==> src/rtl/ysyx_22050039_mem_pkg.sv <==
// Shared types for the IFU/LSU memory-port arbiter: FSM state encoding and
// requester (owner) identifiers.
package ysyx_22050039_mem_pkg;

  typedef enum logic [1:0] {
    ST_IDLE     = 2'd0,
    ST_REQ      = 2'd1,
    ST_WAIT_RSP = 2'd2
  } state_e;

  typedef enum logic {
    OWN_IFU = 1'b0,
    OWN_LSU = 1'b1
  } owner_e;

  function automatic owner_e other_owner(input owner_e o);
    return (o == OWN_IFU) ? OWN_LSU : OWN_IFU;
  endfunction

endpackage

==> src/rtl/ysyx_22050039_rr_pick.sv <==
// Combinational two-way round-robin picker: a lone requester wins outright,
// a tie goes to the requester that did not win last time.
module ysyx_22050039_rr_pick
  import ysyx_22050039_mem_pkg::*;
(
  input  logic ifu_valid,
  input  logic lsu_valid,
  input  logic last_grant,
  output logic grant_valid,
  output logic grant_id
);

  owner_e pick;

  // NOTE: every signal written in always_comb gets a default first, so no
  // path leaves it unassigned and no latch is inferred.
  always_comb begin
    pick = OWN_IFU;
    if (ifu_valid && lsu_valid) begin
      pick = other_owner(owner_e'(last_grant));
    end else if (lsu_valid) begin
      pick = OWN_LSU;
    end
  end

  assign grant_valid = ifu_valid | lsu_valid;
  assign grant_id    = pick;

endmodule

==> src/rtl/ysyx_22050039_mem_arbiter.sv <==
// Shares the single memory port between IFU and LSU: round-robin grant, one
// outstanding transaction, response routed back to the latched owner.
module ysyx_22050039_mem_arbiter
  import ysyx_22050039_mem_pkg::*;
#(
  parameter int XLEN   = 64,
  parameter int MASK_W = XLEN / 8
) (
  input  logic              clk,
  input  logic              rst,
  // IFU (read-only)
  input  logic              ifu_req_valid,
  output logic              ifu_req_ready,
  input  logic [XLEN-1:0]   ifu_addr,
  output logic              ifu_rsp_valid,
  output logic [XLEN-1:0]   ifu_rdata,
  // LSU
  input  logic              lsu_req_valid,
  output logic              lsu_req_ready,
  input  logic [XLEN-1:0]   lsu_addr,
  input  logic              lsu_wen,
  input  logic [XLEN-1:0]   lsu_wdata,
  input  logic [MASK_W-1:0] lsu_wmask,
  output logic              lsu_rsp_valid,
  output logic [XLEN-1:0]   lsu_rdata,
  // memory port
  output logic              mem_req_valid,
  input  logic              mem_req_ready,
  output logic [XLEN-1:0]   mem_addr,
  output logic              mem_wen,
  output logic [XLEN-1:0]   mem_wdata,
  output logic [MASK_W-1:0] mem_wmask,
  input  logic              mem_rsp_valid,
  input  logic [XLEN-1:0]   mem_rdata,
  // status
  output logic              busy,
  output logic              err
);

  typedef struct packed {
    logic [XLEN-1:0]   addr;
    logic              wen;
    logic [XLEN-1:0]   wdata;
    logic [MASK_W-1:0] wmask;
    owner_e            owner;
  } payload_t;

  state_e   state_q, state_d;
  owner_e   last_grant_q, last_grant_d;
  payload_t pl_q, pl_d;
  logic     err_q, err_d;

  logic     grant_valid;
  logic     grant_id_raw;
  owner_e   grant_id;
  logic     grant_take;
  logic     rsp_route;

  ysyx_22050039_rr_pick u_rr_pick (
    .ifu_valid   (ifu_req_valid),
    .lsu_valid   (lsu_req_valid),
    .last_grant  (last_grant_q),
    .grant_valid (grant_valid),
    .grant_id    (grant_id_raw)
  );

  assign grant_id = owner_e'(grant_id_raw);

  always_comb begin
    state_d      = state_q;
    last_grant_d = last_grant_q;
    pl_d         = pl_q;
    grant_take   = 1'b0;
    // A response outside WAIT_RSP has no owner; it is dropped and flagged.
    err_d        = err_q | (mem_rsp_valid && (state_q != ST_WAIT_RSP));

    case (state_q)
      ST_IDLE: begin
        if (grant_valid) begin
          grant_take   = 1'b1;
          state_d      = ST_REQ;
          last_grant_d = grant_id;
          pl_d.owner   = grant_id;
          if (grant_id == OWN_IFU) begin
            pl_d.addr  = ifu_addr;
            pl_d.wen   = 1'b0;
            pl_d.wdata = '0;
            pl_d.wmask = '0;
          end else begin
            pl_d.addr  = lsu_addr;
            pl_d.wen   = lsu_wen;
            pl_d.wdata = lsu_wdata;
            pl_d.wmask = lsu_wmask;
          end
        end
      end
      ST_REQ: begin
        if (mem_req_ready) state_d = ST_WAIT_RSP;
      end
      ST_WAIT_RSP: begin
        if (mem_rsp_valid) state_d = ST_IDLE;
      end
      default: state_d = ST_IDLE;
    endcase
  end

  // NOTE: sequential state uses non-blocking assignments so every flop
  // samples the pre-edge value of every other flop.
  always_ff @(posedge clk or negedge rst) begin
    if (!rst) begin
      state_q      <= ST_IDLE;
      last_grant_q <= OWN_LSU;
      // NOTE: the payload registers are reset too, so mem_* never shows X
      // and a dropped transaction leaves nothing behind.
      pl_q         <= '0;
      err_q        <= 1'b0;
    end else begin
      state_q      <= state_d;
      last_grant_q <= last_grant_d;
      pl_q         <= pl_d;
      err_q        <= err_d;
    end
  end

  // Ready is gated by rst so a requester is never told "accepted" in reset.
  assign ifu_req_ready = rst && grant_take && (grant_id == OWN_IFU);
  assign lsu_req_ready = rst && grant_take && (grant_id == OWN_LSU);

  assign rsp_route     = (state_q == ST_WAIT_RSP) && mem_rsp_valid;
  assign ifu_rsp_valid = rsp_route && (pl_q.owner == OWN_IFU);
  assign lsu_rsp_valid = rsp_route && (pl_q.owner == OWN_LSU);
  assign ifu_rdata     = ifu_rsp_valid ? mem_rdata : '0;
  assign lsu_rdata     = lsu_rsp_valid ? mem_rdata : '0;

  assign mem_req_valid = (state_q == ST_REQ);
  assign mem_addr      = pl_q.addr;
  assign mem_wen       = pl_q.wen;
  assign mem_wdata     = pl_q.wdata;
  assign mem_wmask     = pl_q.wmask;

  assign busy = (state_q != ST_IDLE);
  assign err  = err_q;

endmodule

==> config.mk <==
export PLATFORM = sky130hd
export DESIGN_NAME = ysyx_22050039_mem_arbiter
export DESIGN_NICKNAME = d
export VERILOG_FILES = /design/src/rtl/ysyx_22050039_mem_pkg.sv /design/src/rtl/ysyx_22050039_rr_pick.sv /design/src/rtl/ysyx_22050039_mem_arbiter.sv
export SDC_FILE = /design/constraint.sdc
export NUM_CORES = 1
export LEC_CHECK = 0
export CAP_MARGIN = 15
export CELL_PAD_IN_SITES_DETAIL_PLACEMENT = 0
export CELL_PAD_IN_SITES_GLOBAL_PLACEMENT = 1
export CORE_AREA = 2 2 212 214
export CTS_CLUSTER_DIAMETER = 40
export DETAILED_ROUTE_END_ITERATION = 16
export DIE_AREA = 0 0 214 216
export GPL_ROUTABILITY_DRIVEN = 0
export MAX_ROUTING_LAYER = met4
export PLACE_DENSITY = 0.68
export SETUP_SLACK_MARGIN = 0.05
export SYNTH_ARGS = -nofsm -noshare
export SYNTH_HDL_FRONTEND = slang
export SYNTH_SLANG_ARGS = --single-unit
export TNS_END_PERCENT = 10
==> constraint.sdc <==
create_clock -name clk -period 3.4 [get_ports clk]
set_input_delay 0.85 -clock clk [delete_from_list [all_inputs] [get_ports clk]]
set_output_delay 0.85 -clock clk [all_outputs]
set_load 0.03 [all_outputs]
==> impl_summary.md <==
Power and ir drop
Of the total power, registers draw 0.267. Cell internal power was estimated by the tool at 0.006293 W. The largest vdd supply drop is 322.7 µV. Power spread over the standard cell area amounts to 786.5 nW/µm². The share of total power dissipated in combinational logic is 0.553. Of the total power, the clock network draws 0.179. The net switching share of the total power is 0.4071. The total power of the final layout is 0.01061 W. The static leakage is 5.911 nW. The power dissipated by switching net loads is 0.004321 W.

Floorplan
The boundary pin count is 543. The chip height is 216 µm. The die covers 46,220 µm². The width of the chip is 214 µm.

The total core area is 43,840 µm². The initial standard-cell utilization of the core is 0.1834. The total number of placement rows is 77.

Worst setup path
The maximum single-stage delay on the critical path is 500 ps. Data on the critical path arrives at its endpoint at 2270 ps. The number of buffer and inverter stages on the critical path is 3. The critical-path maximum fanout is 65. The worst setup path is of the in -> out kind.

The type of destination of the critical path is an output pin. On the critical path, the stage with the largest delay is an instance of clkdlybuf4s50_1. The top cell family by delay on the critical path is buffers and inverters. The critical path goes through clkdlybuf4s50_1 -> nor3b_2 -> buf_12 -> and2_1 -> buf_12. The most frequent cell on the critical path is buf_12.

The worst setup path is launched from an input port. At the worst endpoint, the required time is 2550 ps.

Synthesis
After synthesis, the cell types taking the most area are dfrtp_1 44%, buf_4 13%, mux2_2 11%. The mean area per synthesized cell is 11.98 µm². In the synthesized netlist the async set-or-reset flop fraction comes to 1.000. The count of yosys warnings during synthesis is 0. For this run, the register share of the synthesized area comes to 0.4422. The post-synth net total is 942.

The flip-flop and latch count after synthesis is 142. In the synthesized netlist the dominant register cell turns out to be dfrtp_1. The number of instances in the synthesized netlist is 671.

The largest area contributor in the netlist is dfrtp_1. The share of synthesized area in the top cell type comes to 0.4390. The total standard cell area after synthesis is 8038 µm². The synthesized design contains 0 enable-type register cells. The count of different cell masters after synthesis is 21.

Place
During placement, the flow inserted port buffers numbering 542. Once detailed placement completed, the half-perimeter wirelength came to 26,890 µm. The worst slack at placement is 297.9 ps.

Clocking
The cts-stage hold buffer count is 0. CTS saw 142 sinks. The CTS buffer count is 17.

The CTS clock-pin slew for the worst setup and hold paths is 60 ps. The clock tree from TritonCTS is done. After clock tree synthesis, the repair step resized 0 gates. In this run the deepest clock path goes through 2 buffers. The clock tree root driver cell is clkbuf_16. In this run the post-CTS setup repair buffer count came out at 0. The clock insertion delay at the later pin of the skew report is 440 ps.

CTS built an H-tree with a depth of 4.

Detailed routing
The routed layout has 6,460 vias. The post-detailed-route count of antenna-violating nets is 0. Dividing the detail-routed via count by the number of cells gives 3.845. The DRC violation total after the first TritonRoute iteration is 253. The average detailed-routed wire length per instance is 20.26 µm. The first TritonRoute pass finished after 4 iterations.

Wires add up to 34,040 µm. After detailed routing, the number of remaining DRC violations is 0.

GRT
The sum of overflow across all layers after global routing is 0. The largest net degree at the start of global routing is 76. The first global-routing pass estimated 48,510 µm of wire. The global routing met3 resource utilization is 0.05384. The initial antenna violation count came to 15. The global routing's busiest layer is met2. For this run, global-route usage on met1 was measured as 0.1507. The number of global-route vias before repair was 7,033. For met2 alone, demand over resource in global routing was 0.2623. In the global route stage, overall resource usage came out at 0.1498.

Timing
Setup repair after global routing left no endpoint under its margin. Timing would allow up to 0.3205 GHz. The final critical path time including I/O delays and setup is 3121 ps. The fraction of the cycle the final worst path needs is 0.9178. The final number of max-transition violations is 0. The actual slew at the worst max-slew pin is 566.5 ps. The summed negative setup slack over all endpoints is 0 ps. Setup violations remaining at the end of the flow were counted as 0. The clock arrives with 10.21 ps of skew.

Headroom to the max-slew limit came out at 0.6212. The number of hold-slack violations in the final timing report is 0. The worst setup slack after layout is 279.5 ps.

Finish
The final design utilization is 0.3079. The net count of the finished layout is 1,336. The growth of design area from synthesis to finish is 67.90%. The filler cell count in the final layout is 4,471. Of the cells placed in the final design, the portion with a size suffix greater than 1 is 0.2876.

Run
The count of maximum capacitance violations is 0.

Hold path
The class of the tightest hold or removal check is in -> async.

Run status
The flow ran to the end, and the final reports show no timing, DRC or antenna violations.
flip-flops by register name, summed over array words and instances, names as in the netlist:
register	cells
err	1
last_grant_q	1
mem_addr	64
mem_wdata	64
mem_wen	1
mem_wmask	8
pl_q	1
state_q	2
cell families after synthesis:
kind of cell	share of synthesized area
buffers and inverters	0.1624
DFF	0.4422
and+or+nand+nor	0.1083
muxes	0.2022
AOI/OAI and AO/OA	0.08484
synth_stat cells, types with 3 or more instances:
cell type,count
a21o_1,3
a22o_1,73
and2_1,129
buf_2,8
buf_4,141
buf_6,11
clkbuf_1,21
dfrtp_1,141
mux2_2,79
mux2_4,49
nor2_1,3
placed cells by master, fill, tap and decap left out:
| master | synthesis | routed |
|---|---|---|
| inv_6 | 0 | 1 |
| clkbuf_1 | 21 | 3 |
| nor2_4 | 0 | 2 |
| buf_6 | 11 | 1 |
| a21o_1 | 3 | 3 |
| a22o_1 | 73 | 73 |
| clkinv_4 | 0 | 1 |
| clkbuf_16 | 0 | 17 |
| dfstp_2 | 1 | 1 |
| or2_4 | 0 | 1 |
| and3_1 | 1 | 1 |
| nand2b_1 | 2 | 2 |
| mux2_4 | 49 | 49 |
| nor2_1 | 3 | 1 |
| diode_2 | 0 | 10 |
| clkdlybuf4s50_1 | 0 | 409 |
| clkbuf_8 | 0 | 3 |
| and4b_1 | 1 | 1 |
| mux2_2 | 79 | 79 |
| or2_1 | 2 | 1 |
| bufinv_16 | 0 | 2 |
| o21ai_0 | 2 | 2 |
| clkinvlp_4 | 0 | 3 |
| and2_1 | 129 | 129 |
| a21bo_4 | 0 | 1 |
| nand2_1 | 1 | 1 |
| dfrtp_1 | 141 | 141 |
| nor3b_2 | 0 | 1 |
| inv_1 | 1 | 1 |
| buf_4 | 141 | 132 |
| clkinv_2 | 0 | 2 |
| buf_12 | 0 | 14 |
path summary, 6_finish.rpt:
path	from	to	slack (ps)	depth (start not counted)
max in group asynchronous	rst	mem_wdata[0]	2210	2
min reg2reg	err	err	490	1
max	mem_rsp_valid	ifu_rdata[58]	280	5
min	rst	mem_wdata[38]	300	1
min in group clk	err	err	490	1
max reg2reg	last_grant_q	mem_addr[37]	1300	5
metal layers:
layer	vias up	part of all wire
met2	351	0.51
li1	2955	-
met1	3108	0.37
met3	46	0.084
met5	-	0
met4	0	0.035
area by class of cell:
cell class	instances	area [µm²]	area share
multi-input combinational	347	3207	0.2376
antenna	10	25.02	0.001854
sequential	142	3555	0.2634
tap	592	740.7	0.05489
inverter	1	3.754	0.0002781
clock inverter	9	110.1	0.008159
clock buffer	23	478.0	0.03542
timing repair buffer	556	5376	0.3984
per-stage QoR:
step                area, µm²  instances  hold slack (ps)
global placement        12880       1638            468.7
finish                  13500       1680            301.2
global route            13490       1676            294.6
detailed placement      12880       1638            480.3
floorplan                8038        671            465.9
CTS                     13470       1670            285.6
power by group through the flow:
stage          registers, W  clock network (W)  logic, W
6_report            0.00284            0.00190   0.00587
5_1_grt             0.00294            0.00206   0.00616
4_1_cts             0.00285            0.00200   0.00598
3_5_place_dp        0.00287                  0   0.00596
3_3_place_gp        0.00284                  0   0.00596
2_1_floorplan       0.00275                  0   0.00445
Note: power is estimated with default switching activity, not from simulation.
